File: config.mk
export PLATFORM = sky130hd
export DESIGN_NAME = serv_bus_arbiter
export DESIGN_NICKNAME = d
export VERILOG_FILES = /design/src/rtl/serv_bus_pkg.sv /design/src/rtl/serv_bus_watchdog.sv /design/src/rtl/serv_bus_arbiter.sv
export SDC_FILE = /design/constraint.sdc
export NUM_CORES = 1
export LEC_CHECK = 0
export ABC_AREA = 1
export CORE_AREA = 4 4 106 108
export CTS_CLUSTER_SIZE = 14
export DETAILED_ROUTE_END_ITERATION = 8
export DIE_AREA = 0 0 110 112
export GPL_TIMING_DRIVEN = 0
export PLACE_DENSITY = 0.66
export SLEW_MARGIN = 20
export SYNTH_ARGS = -nofsm -noshare
export SYNTH_HDL_FRONTEND = slang
export SYNTH_HIERARCHICAL = 1
export SYNTH_SLANG_ARGS = --single-unit
File: constraint.sdc
create_clock -name i_clk -period 2.1 [get_ports i_clk]
set_clock_uncertainty 0.2 [all_clocks]
set_input_delay 0.21 -clock i_clk [delete_from_list [all_inputs] [get_ports i_clk]]
set_output_delay 0.21 -clock i_clk [all_outputs]
set_load 0.05 [all_outputs]
File: src/rtl/serv_bus_pkg.sv
// Shared types and constants for the SERV instruction/data bus arbiter.
package serv_bus_pkg;

  typedef enum logic [1:0] {
    IDLE    = 2'd0,
    GNT_I   = 2'd1,
    GNT_D   = 2'd2,
    RELEASE = 2'd3
  } arb_state_e;

  // RV32I NOP (addi x0,x0,0), so a timed-out fetch executes harmlessly
  localparam logic [31:0] RV_NOP = 32'h0000_0013;

  localparam string POLICY_DBUS = "DBUS";
  localparam string POLICY_RR   = "RR";

endpackage

File: src/rtl/serv_bus_watchdog.sv
// Grant-cycle counter for the arbiter; flags expiry one cycle before TIMEOUT is reached.
module serv_bus_watchdog #(
  parameter int TIMEOUT   = 255,
  parameter int TIMEOUT_W = 8
) (
  input  logic i_clk,
  input  logic i_rst,
  input  logic i_clr,
  input  logic i_en,
  output logic o_expired
);

  localparam logic [TIMEOUT_W-1:0] LIMIT = TIMEOUT_W'(TIMEOUT - 1);

  logic [TIMEOUT_W-1:0] cnt;

  always_ff @(posedge i_clk or posedge i_rst) begin
    if (i_rst)      cnt <= '0;
    else if (i_clr) cnt <= '0;
    else if (i_en)  cnt <= cnt + TIMEOUT_W'(1);
  end

  // TIMEOUT of 0 disables the watchdog entirely
  assign o_expired = (TIMEOUT != 0) && (cnt == LIMIT);

endmodule

File: src/rtl/serv_bus_arbiter.sv
// Registered two-master Wishbone arbiter sharing the scan-chain memory port
// between the SERV instruction and data buses.
//
// state   | meaning
// IDLE    | no grant, shared port quiet, arbitrating pending requests
// GNT_I   | instruction bus owns the shared port
// GNT_D   | data bus owns the shared port
// RELEASE | one-cycle turnaround after ack/timeout while SERV drops cyc
module serv_bus_arbiter
  import serv_bus_pkg::*;
#(
  parameter string       PRIORITY  = POLICY_DBUS,
  parameter int          TIMEOUT   = 255,
  parameter int          TIMEOUT_W = 8,
  parameter logic [31:0] ERR_DATA  = RV_NOP
) (
  input  logic        i_clk,
  input  logic        i_rst,
  input  logic [31:0] i_ibus_adr,
  input  logic        i_ibus_cyc,
  output logic [31:0] o_ibus_rdt,
  output logic        o_ibus_ack,
  input  logic [31:0] i_dbus_adr,
  input  logic [31:0] i_dbus_dat,
  input  logic [3:0]  i_dbus_sel,
  input  logic        i_dbus_we,
  input  logic        i_dbus_cyc,
  output logic [31:0] o_dbus_rdt,
  output logic        o_dbus_ack,
  output logic [31:0] o_mem_adr,
  output logic [31:0] o_mem_dat,
  output logic [3:0]  o_mem_sel,
  output logic        o_mem_we,
  output logic        o_mem_cyc,
  input  logic [31:0] i_mem_rdt,
  input  logic        i_mem_ack,
  output logic        o_busy,
  output logic        o_timeout
);

  localparam bit RR_MODE = (PRIORITY == POLICY_RR);

  arb_state_e state, state_nxt;
  logic       last_d, last_d_nxt;
  logic       pick_d;
  logic       wd_clr, wd_en, wd_expired;

  always_ff @(posedge i_clk or posedge i_rst) begin
    if (i_rst) begin
      state  <= IDLE;
      last_d <= 1'b0;
    end else begin
      state  <= state_nxt;
      last_d <= last_d_nxt;
    end
  end

  serv_bus_watchdog #(
    .TIMEOUT   (TIMEOUT),
    .TIMEOUT_W (TIMEOUT_W)
  ) u_watchdog (
    .i_clk     (i_clk),
    .i_rst     (i_rst),
    .i_clr     (wd_clr),
    .i_en      (wd_en),
    .o_expired (wd_expired)
  );

  always_comb begin
    state_nxt  = state;
    last_d_nxt = last_d;
    pick_d     = 1'b0;
    wd_clr     = 1'b0;
    wd_en      = 1'b0;
    o_ibus_rdt = '0;
    o_ibus_ack = 1'b0;
    o_dbus_rdt = '0;
    o_dbus_ack = 1'b0;
    o_mem_adr  = '0;
    o_mem_dat  = '0;
    o_mem_sel  = '0;
    o_mem_we   = 1'b0;
    o_mem_cyc  = 1'b0;
    o_timeout  = 1'b0;

    case (state)
      IDLE: begin
        // Tie: fixed dbus priority, or round-robin away from the last winner
        if (i_dbus_cyc && i_ibus_cyc) pick_d = RR_MODE ? !last_d : 1'b1;
        else                          pick_d = i_dbus_cyc;
        if (i_dbus_cyc || i_ibus_cyc) begin
          state_nxt  = pick_d ? GNT_D : GNT_I;
          last_d_nxt = pick_d;
          wd_clr     = 1'b1;
        end
      end
      GNT_I: begin
        o_mem_cyc = 1'b1;
        o_mem_adr = i_ibus_adr;
        o_mem_sel = 4'hF;
        if (i_mem_ack) begin
          o_ibus_ack = 1'b1;
          o_ibus_rdt = i_mem_rdt;
          state_nxt  = RELEASE;
        end else if (!i_ibus_cyc) begin
          state_nxt = IDLE;
        end else begin
          wd_en = 1'b1;
          if (wd_expired) begin
            o_ibus_ack = 1'b1;
            o_ibus_rdt = ERR_DATA;
            o_timeout  = 1'b1;
            state_nxt  = RELEASE;
          end
        end
      end
      GNT_D: begin
        o_mem_cyc = 1'b1;
        o_mem_adr = i_dbus_adr;
        o_mem_dat = i_dbus_dat;
        o_mem_sel = i_dbus_sel;
        o_mem_we  = i_dbus_we;
        if (i_mem_ack) begin
          o_dbus_ack = 1'b1;
          o_dbus_rdt = i_mem_rdt;
          state_nxt  = RELEASE;
        end else if (!i_dbus_cyc) begin
          state_nxt = IDLE;
        end else begin
          wd_en = 1'b1;
          if (wd_expired) begin
            o_dbus_ack = 1'b1;
            o_dbus_rdt = ERR_DATA;
            o_timeout  = 1'b1;
            state_nxt  = RELEASE;
          end
        end
      end
      RELEASE: state_nxt = IDLE;
      default: state_nxt = IDLE;
    endcase
  end

  assign o_busy = (state != IDLE);

endmodule
==> results.ini <==
[sta]
hold_viol=0
hold_slack_ns=0.317
drv_slew=0
rsz0062_at_grt=yes
setup_ws_ns=-0.0120
fin_crit_sh_pct=101
max_slew.worst_pin.slew_ns=0.534
setup_viol=9
post-route-min-period_ns=2.11
relSlewSlack_pct=64.5
clock.fmax_ghz=0.473

[pwr]
combPwrFrac_pct=93.4
power.internal_mw=2.97
p_sw_mw=4.64
seqPwrFrac_pct=3.4
powerDensity_nw_per_um2=1280
clkPwrFrac_pct=3.2
power_mw=7.61
power.leakage_nw=2.84
swShare_pct=61.0
ir_worst_vdd_mv=0.678

[clock_tree]
cts_root_buffer=clkbuf_8
htreeDepth=1
clock-sinks=10
cts_tree=yes
clk_pin_slew_ns=0.05
cts_buffers=3
clk_path_buf_depth=2
insertion_delay_ns=0.24

[floorplan]
die_w_um=110
initial_core_util_pct=18.7
dieArea_sq_um=12300
core_area_sq_um=10200
io_pins=276
die_y_um=112
rows=37

[detailed_routing]
dr.pass1.iters=4
wl_met2_mm=7.06
antenna_left=0
viasPerCell=4.25
wl_per_cell_um=16.0
post-route-drc-count=0
detail_route.iter0.violations=123
route.layer.met1.wl_mm=4.45
dr_total_vias=3493
wirelength_mm=13.1
maxUsedRoutingLayer=met5
wl_met3_mm=1.18

[global_routing]
antenna_found_initial=1
grt_overflow_total=0
grt_first_pass_wirelength_mm=18.7
grt_pass1_vias=3477
grt_max_degree=11
grt_use_total_pct=19.2

[critical_path]
worstReg2RegStart=state[1]$_DFFE_PP0P_
worstReg2RegEnd=u_watchdog/cnt[3]$_DFFE_PP0P_
critPathMaxFanout=8
worstPathArrival_ns=1.70
rrSetupSlack_ns=0.11
endpoint=o_dbus_rdt[27]
crit_path_end_kind=output port
criticalPathCategory=register to output port
cp-start-kind=register
startpoint=state[0]$_DFFE_PP0P_
reg2reg_depth=11
worstPathRequired_ns=1.69

[placed_design]
gp_congestion=0.859
port_buffers=275
dp_cells=803
place.detailed.hpwl_mm=11.0

[yosys]
synth_cells=392
netlist_area_sq_um=1910
synth_area_leader_cell=nand2_1
ys_ff_latch=10
yosysSeqAreaShare_pct=13.1
synth-async-reset-ratio_pct=100
syn_nets=535
yosysTopAreaCellShare_pct=25.7
synthDistinctLibCells=22
synthFlopType=dfrtp_1
synth_area_per_cell_sq_um=4.88
synth-edff-count=0
ys_top_cells_by_count=nand2_1 (131), inv_1 (81), nor2_1 (75)
yosys-top-cells-area=nand2_1 (26%), inv_1 (16%), nor2_1 (15%), dfrtp_1 (13%), a21oi_1 (11%)
yosysMostFrequentCell=nand2_1
ys_warn_count=6

[run_status]
outcome=complete, but fails checks
violations=negative setup slack

[run]
max-cap-violations=0

[layout]
final_nets=830
instances_no_fill=822
diodes=0
fill_cells=970
drive_gt1_share_pct=39.4
syn2layout_area_growth_pct=210

[worst_hold_path]
hold_path.class=register to register

-- cell type report --
type	instances	area (sq um)	area share, %
plain buffers	21	298	5.03
inverters	83	319	5.39
multi-input cells	278	1860	31.4
repair buffers	290	2970	50.1
clock buffers	4	55.1	0.929
well taps	136	170	2.87
flip-flops and latches	10	253	4.27
-- registers in the layout, indices dropped and copies added, names as in the netlist --
name	cells
state	2
u_watchdog/cnt	8
-- placed cells by master, fill, tap and decap left out, drive strengths merged --
cell           Yosys  layout
a21oi             42      42
nor2              80      80
dfrtp             10      10
dlygate4sd3        0       1
nand2            135     135
or2                1       1
clkbuf             3      40
o21bai             1       1
nand3              4       4
clkdlybuf4s50      0     137
inv               83      83
nand3b             1       1
dlygate4sd2        0       2
o21ai              6       6
ha                 5       5
buf               18     135
nand4              3       3
-- metrics by stage --
step	cell area [sq um]	setup TNS [ns]	setup WS [ns]	utilization, %
final	5920	-0.0523	-0.0120	57.9
after global routing	5920	-3.02	-0.0933	57.9
after CTS	5170	-0.256	-0.0320	50.5
after detailed placement	5290	-52.90	-0.520	51.7
after global placement	5290	-49.15	-0.501	51.7
after floorplan	2360	-1.09	-0.122	-
-- worst max-delay path: stages (launching register included) --
cell and delay (ns):
dfrtp_2 0.44, inv_4 0.10, ha_4 0.14, buf_12 0.13, nand2_8 0.08, buf_8 0.17
clkbuf_16 0.16, nor2_4 0.08, buf_6 0.16
-- routing by layer --
layer  GRT usage, %  vias to the layer above
met5              0                        -
met4           6.65                        2
met3           5.22                       28
met2           36.4                      135
met1           19.6                     1595
li1               -                     1733
-- worst min-delay path by stage --
stage                                        from                       endpoint  slack (ns)  depth (start not counted)
finish              u_watchdog/cnt[2]$_DFFE_PP0P_  u_watchdog/cnt[2]$_DFFE_PP0P_        0.32                          1
global route        u_watchdog/cnt[2]$_DFFE_PP0P_  u_watchdog/cnt[2]$_DFFE_PP0P_        0.35                          1
CTS                 u_watchdog/cnt[2]$_DFFE_PP0P_  u_watchdog/cnt[2]$_DFFE_PP0P_        0.33                          1
detailed placement                          i_rst           state[0]$_DFFE_PP0P_        0.22                          2
global placement                            i_rst           state[0]$_DFFE_PP0P_        0.21                          2
floorplan                                   i_rst           state[0]$_DFFE_PP0P_       -0.25                          1
-- kinds of logic after synthesis --
group	Yosys count	synth area share, %
buf+inv	104	23.4
fa+ha+maj	5	3.27
simple gates	224	46.9
flops	10	13.1
compound gates	49	13.3
-- power groups by stage --
stage | Sequential [mW] | Combinational, mW | Clock, mW
2_1_floorplan | 0.250 | 4.27 | 0
3_3_place_gp | 0.255 | 6.15 | 0
3_5_place_dp | 0.256 | 6.20 | 0
4_1_cts | 0.250 | 6.34 | 0.253
5_1_grt | 0.264 | 7.44 | 0.267
6_report | 0.259 | 7.11 | 0.243
-- repair_timing --
item,4_1_cts,5_1_grt
endpoints found under the hold margin,2,0
endpoints found under the setup margin,143,141
gates cloned,0,4
hold buffers,1,0
setup buffers,3,7
pin swaps,2,5
gates resized for setup,838,176
Power figures use the tool's default switching activity.
